### src/rtl/snake_game_ctrl_if.sv
// Signal bundle between the snake game controller and its surroundings.
//  Inputs to the controller: button levels, frame boundary pulse, per-pixel activity flags.
//  Outputs from the controller: direction, update, collision, game_state, score.
// Modports:
//  master - the controller (drives the control stream, reads pixel/button inputs)
//  slave  - the environment (buttons, VGA timing, renderers)
interface snake_game_ctrl_if;
    logic       btn_up;
    logic       btn_down;
    logic       btn_left;
    logic       btn_right;
    logic       frame_end;
    logic       snake_head_active;
    logic       snake_body_active;
    logic       apple_active;
    logic       wall_active;
    logic [2:0] direction;
    logic       update;
    logic [1:0] collision;
    logic [1:0] game_state;
    logic [7:0] score;

    modport master (
        input  btn_up, btn_down, btn_left, btn_right, frame_end,
        input  snake_head_active, snake_body_active, apple_active, wall_active,
        output direction, update, collision, game_state, score
    );

    modport slave (
        output btn_up, btn_down, btn_left, btn_right, frame_end,
        output snake_head_active, snake_body_active, apple_active, wall_active,
        input  direction, update, collision, game_state, score
    );
endinterface

### src/rtl/snake_game_ctrl.sv
// Snake game controller: turns button presses, VGA frame boundaries and renderer pixel
// activity into the direction/update/collision/game_state/score control stream.
// Ports:
//  clk      - system/pixel clock
//  reset_n  - asynchronous active-low reset
//  bus      - snake_game_ctrl_if.master (buttons, frame_end, pixel flags in; control stream out)
module snake_game_ctrl #(
    parameter int unsigned FRAMES_PER_STEP = 8,
    parameter int unsigned GAMEOVER_FRAMES = 60,
    parameter int unsigned CNT_BIT         = 6
) (
    input logic              clk,
    input logic              reset_n,
    snake_game_ctrl_if.master bus
);
    typedef enum logic [1:0] {
        StIdle     = 2'b00,
        StPlay     = 2'b01,
        StGameOver = 2'b11
    } state_e;

    localparam logic [2:0] DirNone  = 3'd0;
    localparam logic [2:0] DirUp    = 3'd1;
    localparam logic [2:0] DirDown  = 3'd2;
    localparam logic [2:0] DirLeft  = 3'd3;
    localparam logic [2:0] DirRight = 3'd4;

    localparam logic [1:0] ColNone  = 2'b00;
    localparam logic [1:0] ColFatal = 2'b01;
    localparam logic [1:0] ColApple = 2'b10;

    localparam logic [CNT_BIT-1:0] StepLast = CNT_BIT'(FRAMES_PER_STEP - 1);
    localparam logic [CNT_BIT-1:0] OverLast = CNT_BIT'(GAMEOVER_FRAMES - 1);

    state_e             state_q, state_d;
    logic [3:0]         btn_meta_q, btn_sync_q, btn_prev_q;
    logic [3:0]         btn_raw, btn_edge;
    logic [2:0]         press_dir;
    logic               any_press;
    logic [2:0]         dir_q, dir_d;
    logic [2:0]         pend_q, pend_d;
    logic [CNT_BIT-1:0] step_cnt_q, step_cnt_d;
    logic [CNT_BIT-1:0] over_cnt_q, over_cnt_d;
    logic               hit_fatal_q, hit_fatal_d;
    logic               hit_apple_q, hit_apple_d;
    logic               upd_arm_q, upd_arm_d;
    logic               update_q, update_d;
    logic [1:0]         collision_q, collision_d;
    logic [7:0]         score_q, score_d;
    logic               fatal_seen, apple_seen;

    assign btn_raw  = {bus.btn_right, bus.btn_left, bus.btn_down, bus.btn_up};
    assign btn_edge = btn_sync_q & ~btn_prev_q;
    assign any_press = |btn_edge;

    // Simultaneous edges resolve UP > DOWN > LEFT > RIGHT.
    always_comb begin
        press_dir = DirNone;
        if (btn_edge[0])      press_dir = DirUp;
        else if (btn_edge[1]) press_dir = DirDown;
        else if (btn_edge[2]) press_dir = DirLeft;
        else if (btn_edge[3]) press_dir = DirRight;
    end

    function automatic logic is_reverse(input logic [2:0] a, input logic [2:0] b);
        return (a == DirUp   && b == DirDown)  || (a == DirDown  && b == DirUp) ||
               (a == DirLeft && b == DirRight) || (a == DirRight && b == DirLeft);
    endfunction

    // A hit registered in the frame_end cycle itself still belongs to that frame.
    assign fatal_seen = hit_fatal_q | (bus.snake_head_active &
                        (bus.wall_active | bus.snake_body_active));
    assign apple_seen = hit_apple_q | (bus.snake_head_active & bus.apple_active);

    always_comb begin
        state_d     = state_q;
        dir_d       = dir_q;
        pend_d      = pend_q;
        step_cnt_d  = step_cnt_q;
        over_cnt_d  = over_cnt_q;
        hit_fatal_d = 1'b0;
        hit_apple_d = 1'b0;
        upd_arm_d   = 1'b0;
        update_d    = 1'b0;
        collision_d = ColNone;
        score_d     = score_q;

        unique case (state_q)
            StIdle: begin
                if (any_press) begin
                    state_d    = StPlay;
                    dir_d      = press_dir;
                    pend_d     = press_dir;
                    score_d    = 8'd0;
                    step_cnt_d = '0;
                end
            end
            StPlay: begin
                hit_fatal_d = fatal_seen;
                hit_apple_d = apple_seen;
                // Update trails the direction commit by one cycle.
                update_d    = upd_arm_q;
                if (any_press && !is_reverse(press_dir, dir_q)) begin
                    pend_d = press_dir;
                end
                if (bus.frame_end) begin
                    hit_fatal_d = 1'b0;
                    hit_apple_d = 1'b0;
                    if (fatal_seen) begin
                        collision_d = ColFatal;
                        state_d     = StGameOver;
                        dir_d       = DirNone;
                        step_cnt_d  = '0;
                        over_cnt_d  = '0;
                        update_d    = 1'b0;
                    end else begin
                        if (apple_seen) begin
                            collision_d = ColApple;
                            if (score_q != 8'hFF) score_d = score_q + 8'd1;
                        end
                        if (step_cnt_q == StepLast) begin
                            step_cnt_d = '0;
                            dir_d      = pend_q;
                            upd_arm_d  = 1'b1;
                        end else begin
                            step_cnt_d = step_cnt_q + 1'b1;
                        end
                    end
                end
            end
            StGameOver: begin
                if (bus.frame_end) begin
                    if (over_cnt_q == OverLast) begin
                        state_d    = StIdle;
                        over_cnt_d = '0;
                    end else begin
                        over_cnt_d = over_cnt_q + 1'b1;
                    end
                end
            end
            default: state_d = StIdle;
        endcase
    end

    always_ff @(posedge clk or negedge reset_n) begin
        if (!reset_n) begin
            state_q     <= StIdle;
            btn_meta_q  <= '0;
            btn_sync_q  <= '0;
            btn_prev_q  <= '0;
            dir_q       <= DirNone;
            pend_q      <= DirNone;
            step_cnt_q  <= '0;
            over_cnt_q  <= '0;
            hit_fatal_q <= 1'b0;
            hit_apple_q <= 1'b0;
            upd_arm_q   <= 1'b0;
            update_q    <= 1'b0;
            collision_q <= ColNone;
            score_q     <= 8'd0;
        end else begin
            state_q     <= state_d;
            btn_meta_q  <= btn_raw;
            btn_sync_q  <= btn_meta_q;
            btn_prev_q  <= btn_sync_q;
            dir_q       <= dir_d;
            pend_q      <= pend_d;
            step_cnt_q  <= step_cnt_d;
            over_cnt_q  <= over_cnt_d;
            hit_fatal_q <= hit_fatal_d;
            hit_apple_q <= hit_apple_d;
            upd_arm_q   <= upd_arm_d;
            update_q    <= update_d;
            collision_q <= collision_d;
            score_q     <= score_d;
        end
    end

    assign bus.direction  = dir_q;
    assign bus.update     = update_q;
    assign bus.collision  = collision_q;
    assign bus.game_state = state_q;
    assign bus.score      = score_q;
endmodule

### src/flat_wrapper.sv
// flat-port wrapper written by rule: the top's interface ports become plain ports
module snake_game_ctrl_flat 
#(
    parameter int unsigned FRAMES_PER_STEP = 8,
    parameter int unsigned GAMEOVER_FRAMES = 60,
    parameter int unsigned CNT_BIT         = 6
)
  (clk, reset_n, bus_btn_up, bus_btn_down, bus_btn_left, bus_btn_right, bus_frame_end, bus_snake_head_active, bus_snake_body_active, bus_apple_active, bus_wall_active, bus_direction, bus_update, bus_collision, bus_game_state, bus_score);
  snake_game_ctrl_if bus_i ();
  input logic clk;
  input logic reset_n;
  input wire logic [$bits(bus_i.btn_up)-1:0] bus_btn_up;
  input wire logic [$bits(bus_i.btn_down)-1:0] bus_btn_down;
  input wire logic [$bits(bus_i.btn_left)-1:0] bus_btn_left;
  input wire logic [$bits(bus_i.btn_right)-1:0] bus_btn_right;
  input wire logic [$bits(bus_i.frame_end)-1:0] bus_frame_end;
  input wire logic [$bits(bus_i.snake_head_active)-1:0] bus_snake_head_active;
  input wire logic [$bits(bus_i.snake_body_active)-1:0] bus_snake_body_active;
  input wire logic [$bits(bus_i.apple_active)-1:0] bus_apple_active;
  input wire logic [$bits(bus_i.wall_active)-1:0] bus_wall_active;
  output wire logic [$bits(bus_i.direction)-1:0] bus_direction;
  output wire logic [$bits(bus_i.update)-1:0] bus_update;
  output wire logic [$bits(bus_i.collision)-1:0] bus_collision;
  output wire logic [$bits(bus_i.game_state)-1:0] bus_game_state;
  output wire logic [$bits(bus_i.score)-1:0] bus_score;
  assign bus_i.btn_up = bus_btn_up;
  assign bus_i.btn_down = bus_btn_down;
  assign bus_i.btn_left = bus_btn_left;
  assign bus_i.btn_right = bus_btn_right;
  assign bus_i.frame_end = bus_frame_end;
  assign bus_i.snake_head_active = bus_snake_head_active;
  assign bus_i.snake_body_active = bus_snake_body_active;
  assign bus_i.apple_active = bus_apple_active;
  assign bus_i.wall_active = bus_wall_active;
  assign bus_direction = bus_i.direction;
  assign bus_update = bus_i.update;
  assign bus_collision = bus_i.collision;
  assign bus_game_state = bus_i.game_state;
  assign bus_score = bus_i.score;
  snake_game_ctrl #(.FRAMES_PER_STEP(FRAMES_PER_STEP), .GAMEOVER_FRAMES(GAMEOVER_FRAMES), .CNT_BIT(CNT_BIT)) u_core (.clk(clk), .reset_n(reset_n), .bus(bus_i));
endmodule
### config.mk
export PLATFORM = sky130hd
export DESIGN_NAME = snake_game_ctrl_flat
export DESIGN_NICKNAME = d
export VERILOG_FILES = /design/src/rtl/snake_game_ctrl_if.sv /design/src/rtl/snake_game_ctrl.sv /design/src/flat_wrapper.sv
export SDC_FILE = /design/constraint.sdc
export NUM_CORES = 1
export LEC_CHECK = 0
export CAP_MARGIN = 30
export CORE_ASPECT_RATIO = 0.5
export CORE_MARGIN = 4
export CORE_UTILIZATION = 40
export DETAILED_ROUTE_END_ITERATION = 10
export GPL_TIMING_DRIVEN = 0
export PLACE_DENSITY = 0.57
export SYNTH_ARGS = -nofsm -noshare
export SYNTH_HDL_FRONTEND = slang
export SYNTH_SLANG_ARGS = --single-unit
export TNS_END_PERCENT = 10
### constraint.sdc
create_clock -name clk -period 2.96 [get_ports clk]
set_input_delay 0.592 -clock clk [delete_from_list [all_inputs] [get_ports clk]]
set_output_delay 0.592 -clock clk [all_outputs]
set_load 0.05 [all_outputs]
==> key figures <==
Setup path
  • Highest-delay cell along the critical path: clkdlybuf4s50_1
  • Critical Path RT: 2370 ps
  • Critical Path AT: 1600 ps
  • Crit Path Class: register to output port
  • Worst Path Max Fanout: 7
  • Crit end category: output port
  • Critical Path Start Type: register
  • Worst stage delay on the critical path: 840 ps
  • CP Cell Sequence: clkdlybuf4s50_1
  • CP Buf/Inv Count: 1
  • Kind of cell adding the most delay to the critical path: buffers and inverters

Timing
  • Final period utilization: 0.740
  • Final Hold Viols: 0
  • Max-Slew Margin vs Limit: 0.663
  • Final min period: 2190 ps
  • RSZ-0062 raised after global routing: false
  • Hold_ws: 132 ps
  • Setup-failing EPs final: 0
  • Clk_skew: 6.87 ps
  • FMAX: 0.456 GHz
  • Worst setup margin: 769 ps
  • Worst slew pin tran: 504 ps
  • Max-slew violations: 0

Place
  • Hpwl dp: 3310 um
  • Routability cong.: 0.850
  • Dpl ws: 599 ps
  • I/O Buffers: 26

Floorplanning
  • IO Count: 27
  • Core ar.: 5160 um^2
  • Placement Rows: 18
  • Die H: 60.9 um
  • Die area: 6920 um^2
  • Initial Utilization: 0.434
  • Die width: 114 um

Yosys
  • Synth Area in Compound Gates: 0.182
  • Post-Synth Adder-Cell Area: 0.0168
  • Syn Inst Count: 221
  • Synth warnings: 0
  • Syn nets: 235
  • Mux contribution to synthesized area: 0.0151
  • Async S/R FF share, synth: 1.00
  • Top_reg_cell synth: dfrtp_1
  • Mean Syn Cell Area: 10.1 um^2
  • Yosys reg bits: 46
  • Post-synth EDFFs: 0
  • Synth Area in Simple Gates: 0.217
  • XOR/XNOR Fraction of Synth Area: 0.0196
  • Distinct cells, synth: 48
  • Main combinational cell family by area after synthesis: simple AND/OR/NAND/NOR gates
  • Mapped Area: 2240 um^2
  • Register area share after synthesis: 0.515

Pwr
  • Leak: 1.15 nW
  • Worst vdd ir: 0.000281 V
  • PwrDens: 633 nW/um^2

Status
  • Status: finished clean

Layout
  • Most frequent cells in the layout: dfrtp_1, clkdlybuf4s50_1, o21ai_0
  • Post-route core utilization: 0.525
  • Diode count: 0
  • Layout cells sized above 1: 0.117
  • Area grow syn2layout: 21.2%
  • Reg area: 1150 um^2
  • Most common cell after layout, fill and taps aside: dfrtp_1
  • Nets@finish: 269
  • Multi-input combinational cell area: 1010 um^2
  • Filler cells: 485

Route
  • Detailed-route via count: 1750
  • Post-DR wirelength/cell: 14.1 um
  • Routed Wire Length: 4590 um
  • 1st-iter DRT viols: 95
  • Residual DRC: 0
  • ANT nets after route: 0
  • First-pass DRT Iterations: 4
  • Via/cell ratio: 5.37

Clocking
  • Post-CTS Resized: 0
  • Total CTS buffers: 5
  • Sink Count: 46
  • TritonCTS clock tree: yes
  • Worst-Skew Late Latency: 290 ps
  • Post-CTS Setup Inserts: 0
  • Root buffer cell: clkbuf_8
  • CTS Hold Bufs: 0
  • CTS H-tree depth: 2
  • Worst-path clk slew: 90 ps
  • CTS Buffer Depth: 2

Global route
  • Number of antenna violations at the first check in global routing: 0
  • Vias in the first global route: 1692
  • GRT Util Overall: 0.148
  • First-pass GRT wire length: 8130 um
  • Overflow after GRT: 0
  • Largest net degree at the start of global routing: 40

Flow run
  • Max_cap viols: 0

Worst hold path
  • Hold WC Path Type: input pin to async pin
[final timing paths]
check | startpoint | end | slack (ps) | cells after the start
worst max-delay path | u_core.bus.score[5]$_DFFE_PN0P_ | bus_score[5] | 770 | 1
worst min-delay path | reset_n | u_core.bus.score[0]$_DFFE_PN0P_ | 130 | 1
worst max register to register | u_core.bus.score[0]$_DFFE_PN0P_ | u_core.bus.score[6]$_DFFE_PN0P_ | 1020 | 6
worst min register to register | u_core.btn_meta_q[0]$_DFF_PN0_ | u_core.btn_sync_q[0]$_DFF_PN0_ | 350 | 0
max in group asynchronous | reset_n | u_core.btn_prev_q[1]$_DFF_PN0_ | 2360 | 2
min in group clk | u_core.btn_meta_q[0]$_DFF_PN0_ | u_core.btn_sync_q[0]$_DFF_PN0_ | 350 | 0
[cells in the mapped netlist, drive strengths merged (4+ instances only)]
cell	number	share of area
o21ai	24	0.055
nand3	8	0.020
buf	5	0.015
nand2	21	0.035
nor2	18	0.030
nand4	8	0.025
o31ai	6	0.020
inv	10	0.017
dfrtp	46	0.51
nand2b	7	0.021
xor2	4	0.016
and3	4	0.011
a21oi	9	0.020
a31oi	7	0.033
nor3	6	0.026
[cell families after synthesis]
family / after synthesis
fa+ha+maj: 3
mux: 3
compound gates: 60
simple gates: 87
xor+xnor: 5
flops: 46
buf+inv: 17
[layout make-up]
type | count | share of cell area
Sequential cell | 46 | 0.425
Clock buffer | 8 | 0.0406
Timing Repair Buffer | 27 | 0.102
Multi-Input combinational cell | 158 | 0.371
Tap cell | 70 | 0.0323
Inverter | 10 | 0.0139
Buffer | 7 | 0.0152
[power by group]
| part | total (W) | internal, W | switching [W] |
|---|---|---|---|
| combinational | 0.000460 | 0.000189 | 0.000272 |
| clock | 0.000445 | 0.000236 | 0.000209 |
| sequential | 0.000809 | 0.000720 | 0.0000891 |
| total | 0.00171 | 0.00114 | 0.000570 |
[state kept, by name, summed over array words and instances (netlist names)]
signal and flops:
u_core.btn_meta_q 4, u_core.btn_prev_q 4, u_core.btn_sync_q 4, u_core.bus.collision 2, u_core.bus.direction 3, u_core.bus.game_state 2, u_core.bus.score 8, u_core.bus.update 1
u_core.hit_apple_q 1, u_core.hit_fatal_q 1, u_core.over_cnt_q 6, u_core.pend_q 3, u_core.step_cnt_q 6, u_core.upd_arm_q 1
[layer usage]
metal,up-vias,global-route usage,routed length (um),part of all wire
met5,-,0,0,0
met4,0,0.0308,31,0.0068
met3,4,0.0398,246,0.054
met2,34,0.239,2040,0.44
met1,845,0.204,2270,0.50
li1,867,-,-,-
[per-stage QoR]
step           cells  setup TNS [ps]  instance area [um^2]  power, W
3_5_place_dp     318               0                  2600   0.00128
3_3_place_gp     317            -340                  2580   0.00127
2_1_floorplan    221               0                  2240   0.00114
4_1_cts          326               0                  2710   0.00173
6_report         326               0                  2710   0.00171
5_1_grt          326               0                  2710   0.00183
(Power assumes the default switching activity.)
